## src/rtl/cfc_pkg.sv

```systemverilog
// Shared definitions for the cfc MAC bank and its sequencer: command codes, lane count, FSM states.
// No logic of its own; imported by the sequencer, the issuer and the cfc responder.
package cfc_pkg;

  localparam int CFC_LANES = 4;

  typedef logic [1:0] cfc_op_t;

  localparam cfc_op_t CFC_NOP   = 2'd0;
  localparam cfc_op_t CFC_CLEAR = 2'd1;
  localparam cfc_op_t CFC_MAC   = 2'd2;
  localparam cfc_op_t CFC_GET   = 2'd3;

  typedef enum logic [3:0] {
    ST_IDLE,
    ST_CLR_ISSUE,
    ST_CLR_WAIT,
    ST_FETCH,
    ST_MAC_ISSUE,
    ST_MAC_WAIT,
    ST_GET_ISSUE,
    ST_GET_WAIT,
    ST_OUT,
    ST_ABORT
  } seq_state_t;

  function automatic logic is_wait(seq_state_t s);
    return (s == ST_CLR_WAIT) || (s == ST_MAC_WAIT) || (s == ST_GET_WAIT);
  endfunction

endpackage

```

## src/rtl/cfc_sequencer_if.sv

```systemverilog
// Bundle of the sequencer's pixel stream, cfc command port, result port and status flags.
// master = sequencer side, slave = front end / cfc / downstream side.
interface cfc_sequencer_if;
  import cfc_pkg::*;

  logic              start;
  logic              in_valid;
  logic              in_ready;
  logic [7:0]        in_pixel;
  logic signed [7:0] in_weight;

  cfc_op_t           op_code;
  logic [1:0]        index;
  logic [7:0]        value_a;
  logic signed [7:0] value_b;
  logic [31:0]       data_out;
  logic              done;

  logic [31:0]       result;
  logic              result_valid;
  logic              result_ready;

  logic              busy;
  logic              error;

  modport master (
    input  start, in_valid, in_pixel, in_weight, data_out, done, result_ready,
    output in_ready, op_code, index, value_a, value_b, result, result_valid, busy, error
  );

  modport slave (
    output start, in_valid, in_pixel, in_weight, data_out, done, result_ready,
    input  in_ready, op_code, index, value_a, value_b, result, result_valid, busy, error
  );

endinterface

```

## src/rtl/cfc_cmd_issuer.sv

```systemverilog
// Drives a cfc command for the single ISSUE cycle, then qualifies done (never on the first WAIT
// cycle, which may carry a stale done) and flags timeout after TIMEOUT WAIT cycles without one.
module cfc_cmd_issuer
  import cfc_pkg::*;
#(
  parameter int TIMEOUT = 16
) (
  input  logic    clk,
  input  logic    rst,
  input  logic    issue,
  input  cfc_op_t issue_op,
  input  logic    waiting,
  input  logic    done,
  output cfc_op_t op_code,
  output logic    complete,
  output logic    timeout
);

  localparam int CW = $clog2(TIMEOUT + 1);

  logic [CW-1:0] wait_cnt;
  logic          last_wait;

  assign last_wait = (wait_cnt == CW'(TIMEOUT - 1));

  // wait_cnt is the index of the current WAIT cycle; the ISSUE cycle always precedes a WAIT
  always_ff @(posedge clk or posedge rst) begin
    if (rst) begin
      wait_cnt <= '0;
    end else if (issue) begin
      wait_cnt <= '0;
    end else if (waiting && !last_wait) begin
      wait_cnt <= wait_cnt + 1'b1;
    end
  end

  assign op_code  = issue ? issue_op : CFC_NOP;
  assign complete = waiting && (wait_cnt != '0) && done;
  assign timeout  = waiting && last_wait && !complete;

endmodule

```

## src/rtl/cfc_sequencer.sv

```systemverilog
// Runs one cfc job per start: CLEAR, TAPS*4 MACs round-robin over the lanes, GET, then presents
// the 32-bit lane result on a valid/ready port; pairs are only taken while fetching.
module cfc_sequencer
  import cfc_pkg::*;
#(
  parameter int TAPS    = 9,
  parameter int TIMEOUT = 16
) (
  input  logic     clk,
  input  logic     rst,
  cfc_sequencer_if.master bus
);

  localparam int TW = (TAPS > 1) ? $clog2(TAPS) : 1;

  seq_state_t        state, state_n;
  logic [1:0]        lane;
  logic [TW-1:0]     tap;
  logic [1:0]        index_q;
  logic [7:0]        value_a_q;
  logic signed [7:0] value_b_q;
  logic [31:0]       result_q;
  logic              error_q;

  logic              issue, waiting, complete, timeout;
  cfc_op_t           issue_op;
  logic              start_ok, pair_hs, last_pair;

  assign start_ok  = (state == ST_IDLE) && bus.start;
  assign pair_hs   = (state == ST_FETCH) && bus.in_valid;
  assign last_pair = (lane == 2'(CFC_LANES - 1)) && (tap == TW'(TAPS - 1));
  assign waiting   = is_wait(state);

  cfc_cmd_issuer #(
    .TIMEOUT (TIMEOUT)
  ) u_issuer (
    .clk      (clk),
    .rst      (rst),
    .issue    (issue),
    .issue_op (issue_op),
    .waiting  (waiting),
    .done     (bus.done),
    .op_code  (bus.op_code),
    .complete (complete),
    .timeout  (timeout)
  );

  always_ff @(posedge clk or posedge rst) begin
    if (rst) begin
      state <= ST_IDLE;
    end else begin
      state <= state_n;
    end
  end

  always_comb begin
    state_n  = state;
    issue    = 1'b0;
    issue_op = CFC_NOP;
    case (state)
      ST_IDLE: begin
        if (bus.start) state_n = ST_CLR_ISSUE;
      end
      ST_CLR_ISSUE: begin
        issue    = 1'b1;
        issue_op = CFC_CLEAR;
        state_n  = ST_CLR_WAIT;
      end
      ST_CLR_WAIT: begin
        if (complete)     state_n = ST_FETCH;
        else if (timeout) state_n = ST_ABORT;
      end
      ST_FETCH: begin
        if (bus.in_valid) state_n = ST_MAC_ISSUE;
      end
      ST_MAC_ISSUE: begin
        issue    = 1'b1;
        issue_op = CFC_MAC;
        state_n  = ST_MAC_WAIT;
      end
      ST_MAC_WAIT: begin
        if (complete)     state_n = last_pair ? ST_GET_ISSUE : ST_FETCH;
        else if (timeout) state_n = ST_ABORT;
      end
      ST_GET_ISSUE: begin
        issue    = 1'b1;
        issue_op = CFC_GET;
        state_n  = ST_GET_WAIT;
      end
      ST_GET_WAIT: begin
        if (complete)     state_n = ST_OUT;
        else if (timeout) state_n = ST_ABORT;
      end
      ST_OUT: begin
        if (bus.result_ready) state_n = ST_IDLE;
      end
      ST_ABORT: begin
        state_n = ST_IDLE;
      end
      default: begin
        state_n = ST_IDLE;
      end
    endcase
  end

  // Stream is tap-major: lane steps every MAC, tap steps when lane wraps 3 -> 0
  always_ff @(posedge clk or posedge rst) begin
    if (rst) begin
      lane <= '0;
      tap  <= '0;
    end else if (start_ok) begin
      lane <= '0;
      tap  <= '0;
    end else if ((state == ST_MAC_WAIT) && complete) begin
      lane <= lane + 2'd1;
      if (lane == 2'(CFC_LANES - 1)) tap <= tap + TW'(1);
    end
  end

  always_ff @(posedge clk or posedge rst) begin
    if (rst) begin
      index_q   <= '0;
      value_a_q <= '0;
      value_b_q <= '0;
    end else if (pair_hs) begin
      index_q   <= lane;
      value_a_q <= bus.in_pixel;
      value_b_q <= bus.in_weight;
    end
  end

  always_ff @(posedge clk or posedge rst) begin
    if (rst) begin
      result_q <= '0;
    end else if ((state == ST_GET_WAIT) && complete) begin
      result_q <= bus.data_out;
    end
  end

  // Sticky until the next accepted start, so a host can read it after busy drops
  always_ff @(posedge clk or posedge rst) begin
    if (rst) begin
      error_q <= 1'b0;
    end else if (start_ok) begin
      error_q <= 1'b0;
    end else if (timeout) begin
      error_q <= 1'b1;
    end
  end

  assign bus.in_ready     = (state == ST_FETCH);
  assign bus.result_valid = (state == ST_OUT);
  assign bus.busy         = (state != ST_IDLE);
  assign bus.index        = index_q;
  assign bus.value_a      = value_a_q;
  assign bus.value_b      = value_b_q;
  assign bus.result       = result_q;
  assign bus.error        = error_q;

endmodule

```

## src/flat_wrapper.sv

```systemverilog
// flat-port wrapper written by rule: the top's interface ports become plain ports
module cfc_sequencer_flat import cfc_pkg::*;
#(
  parameter int TAPS    = 9,
  parameter int TIMEOUT = 16
)
  (clk, rst, bus_start, bus_in_valid, bus_in_pixel, bus_in_weight, bus_data_out, bus_done, bus_result_ready, bus_in_ready, bus_op_code, bus_index, bus_value_a, bus_value_b, bus_result, bus_result_valid, bus_busy, bus_error);
  cfc_sequencer_if bus_i ();
  input  logic clk;
  input  logic rst;
  input wire logic [$bits(bus_i.start)-1:0] bus_start;
  input wire logic [$bits(bus_i.in_valid)-1:0] bus_in_valid;
  input wire logic [$bits(bus_i.in_pixel)-1:0] bus_in_pixel;
  input wire logic [$bits(bus_i.in_weight)-1:0] bus_in_weight;
  input wire logic [$bits(bus_i.data_out)-1:0] bus_data_out;
  input wire logic [$bits(bus_i.done)-1:0] bus_done;
  input wire logic [$bits(bus_i.result_ready)-1:0] bus_result_ready;
  output wire logic [$bits(bus_i.in_ready)-1:0] bus_in_ready;
  output wire logic [$bits(bus_i.op_code)-1:0] bus_op_code;
  output wire logic [$bits(bus_i.index)-1:0] bus_index;
  output wire logic [$bits(bus_i.value_a)-1:0] bus_value_a;
  output wire logic [$bits(bus_i.value_b)-1:0] bus_value_b;
  output wire logic [$bits(bus_i.result)-1:0] bus_result;
  output wire logic [$bits(bus_i.result_valid)-1:0] bus_result_valid;
  output wire logic [$bits(bus_i.busy)-1:0] bus_busy;
  output wire logic [$bits(bus_i.error)-1:0] bus_error;
  assign bus_i.start = bus_start;
  assign bus_i.in_valid = bus_in_valid;
  assign bus_i.in_pixel = bus_in_pixel;
  assign bus_i.in_weight = bus_in_weight;
  assign bus_i.data_out = bus_data_out;
  assign bus_i.done = bus_done;
  assign bus_i.result_ready = bus_result_ready;
  assign bus_in_ready = bus_i.in_ready;
  assign bus_op_code = bus_i.op_code;
  assign bus_index = bus_i.index;
  assign bus_value_a = bus_i.value_a;
  assign bus_value_b = bus_i.value_b;
  assign bus_result = bus_i.result;
  assign bus_result_valid = bus_i.result_valid;
  assign bus_busy = bus_i.busy;
  assign bus_error = bus_i.error;
  cfc_sequencer #(.TAPS(TAPS), .TIMEOUT(TIMEOUT)) u_core (.clk(clk), .rst(rst), .bus(bus_i));
endmodule
```

## config.mk

```make
export PLATFORM = sky130hd
export DESIGN_NAME = cfc_sequencer_flat
export DESIGN_NICKNAME = d
export VERILOG_FILES = /design/src/rtl/cfc_pkg.sv /design/src/rtl/cfc_sequencer_if.sv /design/src/rtl/cfc_cmd_issuer.sv /design/src/rtl/cfc_sequencer.sv /design/src/flat_wrapper.sv
export SDC_FILE = /design/constraint.sdc
export NUM_CORES = 1
export LEC_CHECK = 0
export BUFFER_PORTS_ARGS = -buffer_cell sky130_fd_sc_hd__buf_2
export CAP_MARGIN = 0
export CORE_ASPECT_RATIO = 2
export CORE_MARGIN = 2
export CORE_UTILIZATION = 49
export DETAILED_ROUTE_END_ITERATION = 7
export PLACE_DENSITY_LB_ADDON = 0.2
export SKIP_CTS_REPAIR_TIMING = 1
export SLEW_MARGIN = 20
export SYNTH_ARGS = -nofsm -noshare
export SYNTH_HDL_FRONTEND = slang
export SYNTH_SLANG_ARGS = --single-unit
```

## constraint.sdc

```tcl
create_clock -name clk -period 2.7 [get_ports clk]
set_input_delay 0 -clock clk [delete_from_list [all_inputs] [get_ports clk]]
set_output_delay 0 -clock clk [all_outputs]
set_load 0.01 [all_outputs]
```

==> results of run 1 <==
==> metrics by stage <==
| stage | utilization | total power [mW] | setup slack (ns) |
|---|---|---|---|
| floorplan | - | 2.78 | 0.721 |
| global placement | 0.607 | 3.30 | 0.587 |
| detailed placement | 0.607 | 3.36 | 0.559 |
| CTS | 0.655 | 4.43 | 0.554 |
| global route | 0.742 | 4.74 | 0.381 |
| finish | 0.742 | 4.46 | 0.556 |
==> worst min-delay path: cells and delay by family <==
kind | cells | cell delay, ns
simple gates | 1 | 0.08
compound gates | 1 | 0.08
buf+inv | 1 | 0.14
==> state kept, by name (all words and copies together), names as in the netlist <==
register and cells:
u_core.lane 2, u_core.bus.result 32, u_core.bus.index 2, u_core.tap 4, u_core.bus.value_b 8, u_core.state 4
u_core.bus.error 1, u_core.u_issuer.wait_cnt 5, u_core.bus.value_a 8
==> metal layers <==
layer,part of all wire,routed length [um]
met2,0.58,4010
met3,0.056,393
met5,0,0
met4,0.018,125
met1,0.35,2450
==> final cells by class <==
type,count,area (sq um),area share
tap,61,76.3,0.0180
clock buffer,12,256,0.0605
timing repair buffer,161,1070,0.253
sequential,66,1650,0.390
inverter,14,52.6,0.0124
multi-input combinational,134,1110,0.262
clock inverter,3,15.0,0.00354
==> path summary, 6_finish.rpt <==
check,startpoint,endpoint,slack [ns]
setup / recovery,u_core.u_issuer.wait_cnt[0],u_core.bus.result[20],0.56
hold / removal,bus_in_valid,u_core.state[2],0.02
setup reg to reg,u_core.u_issuer.wait_cnt[0],u_core.bus.result[20],0.56
hold reg to reg,u_core.bus.index[1],u_core.bus.index[1],0.50
max in group asynchronous,rst,u_core.bus.result[16],1.42
min in group asynchronous,rst,u_core.bus.value_a[4],0.42
==> power by group <==
part	internal, mW	switching (mW)
sequential	1.43	0.304
combinational	0.875	0.805
clock	0.660	0.385
==> layout by cell type (no fill, tap or decap), drive strengths merged, types with 2 or more instances in the layout <==
| master | instances |
|---|---|
| a31oi | 4 |
| clkinv | 3 |
| o31ai | 2 |
| inv | 14 |
| a311oi | 2 |
| mux2i | 2 |
| buf | 111 |
| nor2 | 11 |
| mux2 | 50 |
| and2 | 2 |
| nand3 | 6 |
| nor4 | 2 |
| ha | 6 |
| nor3 | 2 |
| dfrtp | 66 |
| or3 | 3 |
| clkbuf | 12 |
| dlygate4sd3 | 50 |
| a211o | 2 |
| and3 | 2 |
| a21oi | 7 |
| nand2 | 4 |
| o21ai | 9 |
| or4b | 2 |
==> cell families after synthesis <==
family | Yosys count | synth area share
buf+inv | 26 | 0.0483
fa+ha+maj | 6 | 0.0259
mux | 52 | 0.201
xor+xnor | 2 | 0.00603
simple gates | 43 | 0.0836
compound gates | 31 | 0.0668
flops | 66 | 0.569
==> impl_metrics.csv, run 1 <==
group,metric,value,unit
outcome,run_status,"complete, no violations",
die,io_pins,110,
cts,tritoncts.num_buffers,9,
timing,max_slew_margin,0.482,
detailed_routing,via_per_inst,5.18,
die,core.rowCount,39,
critical_path,crit_path_max_incr_delay,0.55,ns
timing,report.final.slew_viol_count,0,
critical_path,crit_path_cell_trace,"inv_1 > ha_1 > or4b_1 > or4b_1 > buf_12 > mux2_2",
detailed_routing,ant_nets,0,
cts,tritoncts,"yes",
cts,h-tree-depth,3,
synth,dominantRegCellSynth,"sky130_fd_sc_hd__dfrtp_1",
die,start_util,0.509,
critical_path,critPathCaptureType,"flip-flop",
placed_design,dp.cells,386,
global_route,via_count_of_the_first_global_routing_pass,2100,
synth,yosysWarnings,0,
worst_hold_path,type_of_the_tightest_min_delay_check,"input pin to flip-flop",
synth,syn-num-nets,286,
placed_design,gp_routability_congestion,0.841,
worst_hold_path,worstHoldPathCells,3,
cells_and_area,n_antenna_cell,0,
placed_design,dpl.hpwl,4420,um
synth,yosys.cell_count.top_type,"sky130_fd_sc_hd__dfrtp_1",
synth,average_size_of_a_mapped_cell,12.8,sq um
cells_and_area,num-nets-final,446,
cells_and_area,layout-drive-gt1-share,0.451,
synth,synth_sequential_area_ratio,0.569,
cts,clock_sink_count,66,
global_route,antenna_violations_before_repair,0,
cells_and_area,instances_no_fill,451,
global_route,grt_use_met3,0.0686,
critical_path,crit_cells,6,
critical_path,critical-path-top-cell-by-count,"sky130_fd_sc_hd__or4b_1",
cts,clock_path_buffers,2,
global_route,grt_most_used_layer,"met2",
detailed_routing,num_vias,2335,
synth,yosysTopAreaCellShare,0.569,
cells_and_area,area.growth.synth_to_final,45.9,%
global_route,gr-total-overflow,0,
critical_path,critical_path_arrival,2.34,ns
synth,postSynth.asyncResetShare,1.00,
timing,final-hold-violation-count,0,
placed_design,place_area,3470,sq um
timing,final.hold.worst_slack,0.0194,ns
critical_path,rr_worst_depth,6,
synth,ys_seq_elements,66,
timing,setup_total_negative_slack,0,ns
synth,synth_cell_type_count,40,
timing,post-route-period-util,0.794,
global_route,use_met1,0.188,
pwr,power.static_leakage,2.11,nW
pwr,vdd_drop_max,0.000966,V
global_route,gr-usage-met2,0.343,
cells_and_area,number_of_fill_cells,402,
cts,clk_transition_reported_paths,0.05,ns
critical_path,timing.critical_path.fanout_max,32,
die,die-height,113,um
run,max_cap_violations,0,
timing,time_the_worst_path_needs_with_i_o_delays_and_setup,2.14,ns
detailed_routing,route.detailed.drc,0,
critical_path,worst_setup_path_start_kind,"flip-flop",
cells_and_area,final_design_area_no_fill,4240,sq um
detailed_routing,drt_pass1_iterations,4,
synth,synth.top_cells.by_area,"sky130_fd_sc_hd__dfrtp_1 57%, sky130_fd_sc_hd__mux2_2 19%, sky130_fd_sc_hd__ha_1 2.6%, sky130_fd_sc_hd__buf_6 1.9%, sky130_fd_sc_hd__inv_1 1.8%",
die,fp.dieArea,6600,sq um
critical_path,path_class,"flip-flop to flip-flop",
die,core_area,5710,sq um
detailed_routing,dr.first_iter.drc_count,74,
synth,mappedNetlistArea,2900,sq um
cts,clock-root-buffer,"sky130_fd_sc_hd__clkbuf_16",
timing,final.setup_skew,0.00381,ns
critical_path,worst_path_dominant_cell_family,"simple AND/OR/NAND/NOR gates",
synth,leading_cell_types_by_count_after_synthesis,"66 x sky130_fd_sc_hd__dfrtp_1, 50 x sky130_fd_sc_hd__mux2_2, 14 x sky130_fd_sc_hd__inv_1, 11 x sky130_fd_sc_hd__nor2_1, 9 x sky130_fd_sc_hd__o21ai_0",
critical_path,crit_slowest_cell,"sky130_fd_sc_hd__or4b_1",
die,floorplan.die.width,58.4,um
global_route,grt.total_usage,0.192,
placed_design,placement.io_buffers,109,
synth,syn-instance-count,226,
cts,clock_insertion_delay_worst_skew,0.32,ns
detailed_routing,routed_wl,6980,um
synth,netlist.top_cell.by_area,"sky130_fd_sc_hd__dfrtp_1",
synth,synth_enable_flop_cells,0,
timing,unrepaired_setup_endpoints_after_global_routing,"no",
detailed_routing,avgRoutedWirePerCell,15.5,um
timing,max_slew.worst_pin.slew,0.775,ns
critical_path,cp_num_buf_inv,2,
global_route,global_route_wire_length_before_repair,9420,um
timing,max_clock_freq,0.466,GHz
critical_path,worst-endpoint-required,2.90,ns
timing,final-setup-viol-count,0,
global_route,largest_net_degree_at_the_start_of_global_routing,38,
pwr,total_power_density_per_cell_area,1050,nW/um^2
(Power assumes the default switching activity.)
==> run 2: changes to the inputs <==
==> constraint.sdc (replaced) <==
create_clock -name clk -period 2.2 [get_ports clk]
set_input_delay 0 -clock clk [delete_from_list [all_inputs] [get_ports clk]]
set_output_delay 0 -clock clk [all_outputs]
set_load 0.01 [all_outputs]
==> run 2 against run 1 <==
- the run now ends with negative hold slack left
- power rose by 26%
- clock power rose by 30%
- via count rose by 0.43%
- first-iteration DRC count rose by 42%
- critical path depth did not move
- die area did not move
- core utilization rose by 1.1 points
- sequential power rose by 21%
- cell area rose by 1.5%
- critical path type unchanged
- highest routed layer unchanged
==> impl_metrics.csv, run 2 (same netlist as run 1, synthesis figures left out) <==
group,metric,value,unit
cells_and_area,most_common_cell_after_layout_fill_and_taps_aside,"sky130_fd_sc_hd__buf_2",
outcome,run_status,"finished with violations",
placed_design,dpl.hpwl,4280,um
placed_design,placement.io_buffers,109,
pwr,pwr-share-seq,0.370,
critical_path,worst_setup_path_start_kind,"flip-flop",
die,floorplan.die.width,58.4,um
timing,final-setup-viol-count,0,
cells_and_area,flip_flop_count_of_the_largest_register_all_copies_and_words_added,32,
timing,max_slew.worst_pin.slew,0.827,ns
critical_path,critical_path_arrival,2.18,ns
critical_path,timing.critical_path.fanout_max,33,
critical_path,critPathCaptureType,"flip-flop",
pwr,power.share.clock,0.241,
critical_path,crit_path_cell_trace,"inv_1 > ha_1 > or4b_1 > or4b_1 > buf_12 > mux2_2",
cells_and_area,num-nets-final,453,
placed_design,detailedPlace.worstSlack,0.234,ns
outcome,failed_checks,"negative hold slack",
detailed_routing,routed_wl,6790,um
cells_and_area,area.growth.synth_to_final,48.2,%
cells_and_area,number_of_fill_cells,366,
global_route,gr-total-overflow,0,
critical_path,worst-endpoint-required,2.40,ns
pwr,power_frac_comb,0.389,
timing,final.setup_skew,0.00655,ns
global_route,grt.total_usage,0.188,
cells_and_area,layout-drive-gt1-share,0.461,
cts,clock_insertion_delay_worst_skew,0.32,ns
pwr,power.static_leakage,2.14,nW
die,core_area,5710,sq um
detailed_routing,avgRoutedWirePerCell,14.8,um
global_route,via_count_of_the_first_global_routing_pass,2086,
cells_and_area,instances_no_fill,458,
cells_and_area,final_design_area_no_fill,4300,sq um
cells_and_area,n_antenna_cell,0,
pwr,internal_power,3.80,mW
pwr,finalPower,5.63,mW
detailed_routing,num_vias,2345,
cts,clk_transition_reported_paths,0.05,ns
critical_path,crit_path_max_incr_delay,0.44,ns
critical_path,path_class,"flip-flop to flip-flop",
die,die-height,113,um
placed_design,place_area,3530,sq um
pwr,vdd_drop_max,0.00118,V
cells_and_area,post-route-util,0.754,
pwr,power.share.switching,0.326,
timing,post-route-period-util,0.901,
critical_path,worst_path_dominant_cell_family,"simple AND/OR/NAND/NOR gates",
detailed_routing,dr.first_iter.drc_count,105,
placed_design,dp.cells,394,
detailed_routing,ant_nets,0,
cts,clock-root-buffer,"sky130_fd_sc_hd__clkbuf_16",
timing,max_clock_freq,0.505,GHz
timing,finalWorstSetupSlack,0.219,ns
timing,final.hold.worst_slack,-0.0833,ns
run,max_cap_violations,0,
pwr,total_power_density_per_cell_area,1310,nW/um^2
global_route,largest_net_degree_at_the_start_of_global_routing,67,
placed_design,gp_routability_congestion,0.894,
detailed_routing,via_per_inst,5.12,
timing,final-hold-violation-count,66,
die,core.rowCount,39,
cts,tritoncts.num_buffers,9,
detailed_routing,drt_pass1_iterations,4,
die,start_util,0.509,
critical_path,critical-path-top-cell-by-count,"sky130_fd_sc_hd__or4b_1",
global_route,global_route_wire_length_before_repair,9340,um
cells_and_area,layout_common_cells,"109 x sky130_fd_sc_hd__buf_2, 66 x sky130_fd_sc_hd__dfrtp_1, 50 x sky130_fd_sc_hd__mux2_2",
timing,time_the_worst_path_needs_with_i_o_delays_and_setup,1.98,ns
die,fp.dieArea,6600,sq um
timing,unrepaired_setup_endpoints_after_global_routing,"no",
cts,clock_sink_count,66,
worst_hold_path,type_of_the_tightest_min_delay_check,"input pin to async pin",
detailed_routing,route.detailed.drc,0,
cts,clock_path_buffers,2,
timing,setup_total_negative_slack,0,ns
critical_path,cp_num_buf_inv,2,
timing,report.final.slew_viol_count,0,
timing,max_slew_margin,0.449,
pwr,power_switching,1.84,mW
cts,h-tree-depth,3,
critical_path,crit_slowest_cell,"sky130_fd_sc_hd__or4b_1",
die,io_pins,110,
cts,tritoncts,"yes",
global_route,antenna_violations_before_repair,0,
## run 2: cell types whose count changed in the layout (fill, tap and decap cells not counted)
cell	change
sky130_fd_sc_hd__buf_4	+8
sky130_fd_sc_hd__bufinv_16	+1
sky130_fd_sc_hd__clkbuf_1	+1
sky130_fd_sc_hd__clkbuf_8	-1
sky130_fd_sc_hd__clkinv_2	-1
sky130_fd_sc_hd__dlygate4sd3_1	-1
## run 2: area by class of cell
class                      count  area (sq um)  share of cell area
tap                           61          76.3              0.0177
sequential                    66          1650               0.384
clock buffer                  12           246              0.0573
multi-input combinational    134          1110               0.259
timing repair buffer         168          1120               0.261
inverter                      14          52.6              0.0122
clock inverter                 3          40.0             0.00931
## run 2: path summary, 6_finish.rpt
| path | slack [ns] | depth (start not counted) | start | end |
|---|---|---|---|---|
| min reg2reg | 0.49 | 2 | u_core.bus.error | u_core.bus.error |
| max | 0.22 | 6 | u_core.u_issuer.wait_cnt[0] | u_core.bus.result[14] |
| min in group clk | 0.02 | 3 | bus_in_valid | u_core.state[2] |
| max reg2reg | 0.22 | 6 | u_core.u_issuer.wait_cnt[0] | u_core.bus.result[14] |
| max in group asynchronous | 1.73 | 3 | rst | u_core.bus.index[1] |
| min | -0.08 | 3 | rst | u_core.bus.result[10] |
## run 2: worst min-delay path, stage by stage
cell                    delay, ns
sky130_fd_sc_hd__buf_2       0.10
sky130_fd_sc_hd__inv_2       0.03
sky130_fd_sc_hd__buf_4       0.63
## run 2: power by group through the flow
| stage | sequential (mW) | combinational [mW] | clock, mW |
|---|---|---|---|
| after global placement | 2.07 | 2.07 | 0 |
| after CTS | 2.07 | 2.13 | 1.40 |
| final | 2.09 | 2.19 | 1.36 |
| after floorplan | 2.26 | 1.15 | 0 |
| after detailed placement | 2.09 | 2.12 | 0 |
| after global routing | 2.14 | 2.42 | 1.44 |
## run 2: routing by layer
layer | routed length (um) | track usage | part of all wire
met5 | 0 | 0 | 0
met4 | 184 | 0.0946 | 0.027
met3 | 389 | 0.0480 | 0.057
met1 | 2470 | 0.196 | 0.36
met2 | 3750 | 0.335 | 0.55
==> run 3: changes to the inputs <==
--- a/config.mk
+++ b/config.mk
@@ -12,8 +12,10 @@
 export CORE_UTILIZATION = 49
 export DETAILED_ROUTE_END_ITERATION = 7
 export PLACE_DENSITY_LB_ADDON = 0.2
+export REMOVE_ABC_BUFFERS = 1
 export SKIP_CTS_REPAIR_TIMING = 1
 export SLEW_MARGIN = 20
 export SYNTH_ARGS = -nofsm -noshare
 export SYNTH_HDL_FRONTEND = slang
+export SYNTH_HIERARCHICAL = 1
 export SYNTH_SLANG_ARGS = --single-unit
==> run 3 against run 2 <==
- the run ends with design-rule violations left
- sequential share of layout area fell by 1.2 points
- die area is 1.8% higher
- power fell by 6.7%
- via count decreased by 1.8%
- final cell count up 2.2%
- clock skew is 0.0030 ns lower
- critical path depth grew 2
- routed wire length rose by 0.29%
- register-to-register slack worse by 0.09 ns
- highest routed layer unchanged
- maximum frequency shrank 4.2%
- count of clock-buffer cells in the layout decreased by 1
- clock power grew 8%
==> impl_metrics.csv, run 3 <==
group,metric,value,unit
synth,average_size_of_a_mapped_cell,12.8,sq um
critical_path,timing.critical_path.fanout_max,32,
critical_path,crit_cells,8,
pwr,finalPower,5.25,mW
timing,time_the_worst_path_needs_with_i_o_delays_and_setup,2.07,ns
die,die-height,114,um
die,core_area,5910,sq um
timing,unrepaired_setup_endpoints_after_global_routing,"no",
detailed_routing,ant_nets,0,
die,start_util,0.501,
synth,syn-instance-count,231,
critical_path,worst-endpoint-required,2.41,ns
placed_design,placement.io_buffers,109,
synth,yosys.cell_count.top_type,"sky130_fd_sc_hd__dfrtp_1",
detailed_routing,routed_wl,6810,um
synth,postSynth.asyncResetShare,1.00,
critical_path,critPathCaptureType,"flip-flop",
die,fp.dieArea,6720,sq um
cts,clock_insertion_delay_worst_skew,0.32,ns
critical_path,regToRegSetupSlack,0.13,ns
pwr,total_power_density_per_cell_area,1180,nW/um^2
cts,clock_sink_count,66,
placed_design,dp.cells,402,
cells_and_area,n_antenna_cell,0,
critical_path,rr_endpoint,"u_core/bus.result[18]",
synth,mappedNetlistArea,2960,sq um
detailed_routing,via_per_inst,4.92,
critical_path,startpoint,"u_core/u_issuer/wait_cnt[0]",
cells_and_area,num-nets-final,460,
detailed_routing,drt_pass1_iterations,6,
synth,yosysTopAreaCellShare,0.558,
worst_hold_path,hold_start,"bus_in_valid",
global_route,via_count_of_the_first_global_routing_pass,2097,
global_route,global_route_wire_length_before_repair,9380,um
critical_path,critical_path_arrival,2.27,ns
synth,dominantRegCellSynth,"sky130_fd_sc_hd__dfrtp_1",
timing,final.setup_skew,0.00350,ns
worst_hold_path,type_of_the_tightest_min_delay_check,"input pin to flip-flop",
cells_and_area,area.growth.synth_to_final,50.0,%
detailed_routing,num_vias,2303,
critical_path,worst_r2r_startpoint,"u_core/u_issuer/wait_cnt[0]",
detailed_routing,avgRoutedWirePerCell,14.6,um
cells_and_area,most_common_cell_after_layout_fill_and_taps_aside,"sky130_fd_sc_hd__buf_2",
critical_path,path_class,"flip-flop to flip-flop",
timing,max_clock_freq,0.484,GHz
placed_design,dpl.hpwl,4260,um
outcome,failed_checks,"design-rule violations",
global_route,antenna_violations_before_repair,0,
cells_and_area,layout-drive-gt1-share,0.467,
timing,setup_total_negative_slack,0,ns
synth,synth_enable_flop_cells,0,
critical_path,rr_worst_depth,8,
die,floorplan.die.width,59.0,um
critical_path,worst_setup_path_start_kind,"flip-flop",
synth,leading_cell_types_by_count_after_synthesis,"66 x sky130_fd_sc_hd__dfrtp_1, 41 x sky130_fd_sc_hd__mux2_2, 20 x sky130_fd_sc_hd__nor2_1, 10 x sky130_fd_sc_hd__mux2_4",
detailed_routing,route.detailed.drc,12,
global_route,grt.total_usage,0.185,
die,core.rowCount,40,
critical_path,destination_of_the_critical_timing_path,"u_core/bus.result[18]",
synth,synth.top_cells.by_area,"sky130_fd_sc_hd__dfrtp_1 56%, sky130_fd_sc_hd__mux2_2 16%, sky130_fd_sc_hd__mux2_4 5.1%, sky130_fd_sc_hd__ha_1 2.5%, sky130_fd_sc_hd__nor2_1 2.5%",
global_route,gr-total-overflow,0,
critical_path,crit_slowest_cell,"sky130_fd_sc_hd__dfrtp_1",
run,max_cap_violations,0,
critical_path,worst_path_dominant_cell_family,"simple AND/OR/NAND/NOR gates",
outcome,run_status,"finished with violations",
critical_path,cp_num_buf_inv,3,
synth,netlist.top_cell.by_area,"sky130_fd_sc_hd__dfrtp_1",
synth,ys_seq_elements,66,
timing,report.final.slew_viol_count,0,
placed_design,gp_routability_congestion,0.845,
pwr,power.static_leakage,2.39,nW
cts,clock-root-buffer,"sky130_fd_sc_hd__clkbuf_16",
cts,h-tree-depth,3,
die,io_pins,110,
timing,final.hold.worst_slack,0.0524,ns
critical_path,crit_path_max_incr_delay,0.41,ns
cells_and_area,flip_flop_count_of_the_largest_register_all_copies_and_words_added,32,
pwr,vdd_drop_max,0.000935,V
cts,clock_path_buffers,2,
synth,yosysWarnings,6,
global_route,largest_net_degree_at_the_start_of_global_routing,33,
timing,max_slew.worst_pin.slew,0.701,ns
cells_and_area,layout_common_cells,"109 x sky130_fd_sc_hd__buf_2, 66 x sky130_fd_sc_hd__dfrtp_1, 50 x sky130_fd_sc_hd__dlygate4sd3_1",
critical_path,crit_path_cell_trace,"inv_1 > ha_1 > nor4b_1 > nor2_2 > buf_4 > nand4_1 > buf_12 > mux2_2",
detailed_routing,dr.first_iter.drc_count,77,
synth,synth_sequential_area_ratio,0.558,
timing,final-hold-violation-count,0,
timing,max_slew_margin,0.532,
synth,synth_cell_type_count,37,
cts,tritoncts,"yes",
cells_and_area,instances_no_fill,468,
timing,final-setup-viol-count,0,
timing,post-route-period-util,0.940,
cts,clk_transition_reported_paths,0.05,ns
cts,tritoncts.num_buffers,9,
[run 3: cell count changes in the layout (fill, tap and decap cells not counted), moves of 5 or more]
| cell | delta |
|---|---|
| sky130_fd_sc_hd__o21ai_0 | -7 |
| sky130_fd_sc_hd__nor2_1 | +8 |
| sky130_fd_sc_hd__mux2_2 | -9 |
| sky130_fd_sc_hd__nand2_1 | +5 |
| sky130_fd_sc_hd__mux2_4 | +10 |
| sky130_fd_sc_hd__inv_1 | -5 |
| sky130_fd_sc_hd__nand3_1 | -5 |
[run 3: how the worst min path moves through the flow]
stage,end,slack [ns],cells after the start
6_report,u_core/state[0],0.05,3
5_1_grt,u_core/state[0],0.06,3
4_1_cts,u_core/u_issuer/wait_cnt[4],-0.42,2
3_5_place_dp,u_core/u_issuer/wait_cnt[3],-0.08,2
3_3_place_gp,u_core/u_issuer/wait_cnt[3],-0.08,2
2_1_floorplan,u_core/u_issuer/wait_cnt[0],-0.22,1
[run 3: tightest hold or removal path, stage by stage]
cell and delay [ns]:
sky130_fd_sc_hd__buf_2 0.11, sky130_fd_sc_hd__inv_1 0.09, sky130_fd_sc_hd__o2bb2ai_1 0.13
[run 3: logic make-up (layout without fill, tap and decap cells)]
family          after synthesis  count (layout)  share of synthesized area
flops                        66              66                      0.558
simple gates                 59              59                      0.107
mux                          54              54                      0.217
compound gates               20              20                     0.0440
buf+inv                      20             194                     0.0309
fa+ha+maj                     6               6                     0.0254
xor+xnor                      6               6                     0.0178
[run 3: per-stage QoR]
step / instance area [sq um] / utilization / setup WS [ns]
floorplan: 2900 / - / -1.06
global placement: 3630 / 0.614 / 0.172
detailed placement: 3630 / 0.614 / 0.103
CTS: 3940 / 0.667 / 0.0867
global route: 4440 / 0.752 / 0.0153
finish: 4440 / 0.752 / 0.132
[run 3: metal layers]
metal  part of all wire  track usage  vias to the layer above
met2               0.49        0.287                       92
met4              0.023       0.0924                        0
li1                   -            -                     1139
met5                  0            0                        -
met3              0.078       0.0590                       16
met1               0.41        0.229                     1056
[run 3: area by class of cell]
cell class	count	area (sq um)
fill	401	1460
clock buffer	11	233
multi-input combinational	145	1220
clock inverter	5	78.8
inverter	9	33.8
tap	63	78.8
sequential	66	1650
timing repair buffer	169	1150
[run 3: where the power goes]
part | total [mW] | internal, mW | switching (mW)
sequential | 1.88 | 1.65 | 0.235
combinational | 1.89 | 0.993 | 0.901
clock | 1.47 | 0.989 | 0.485
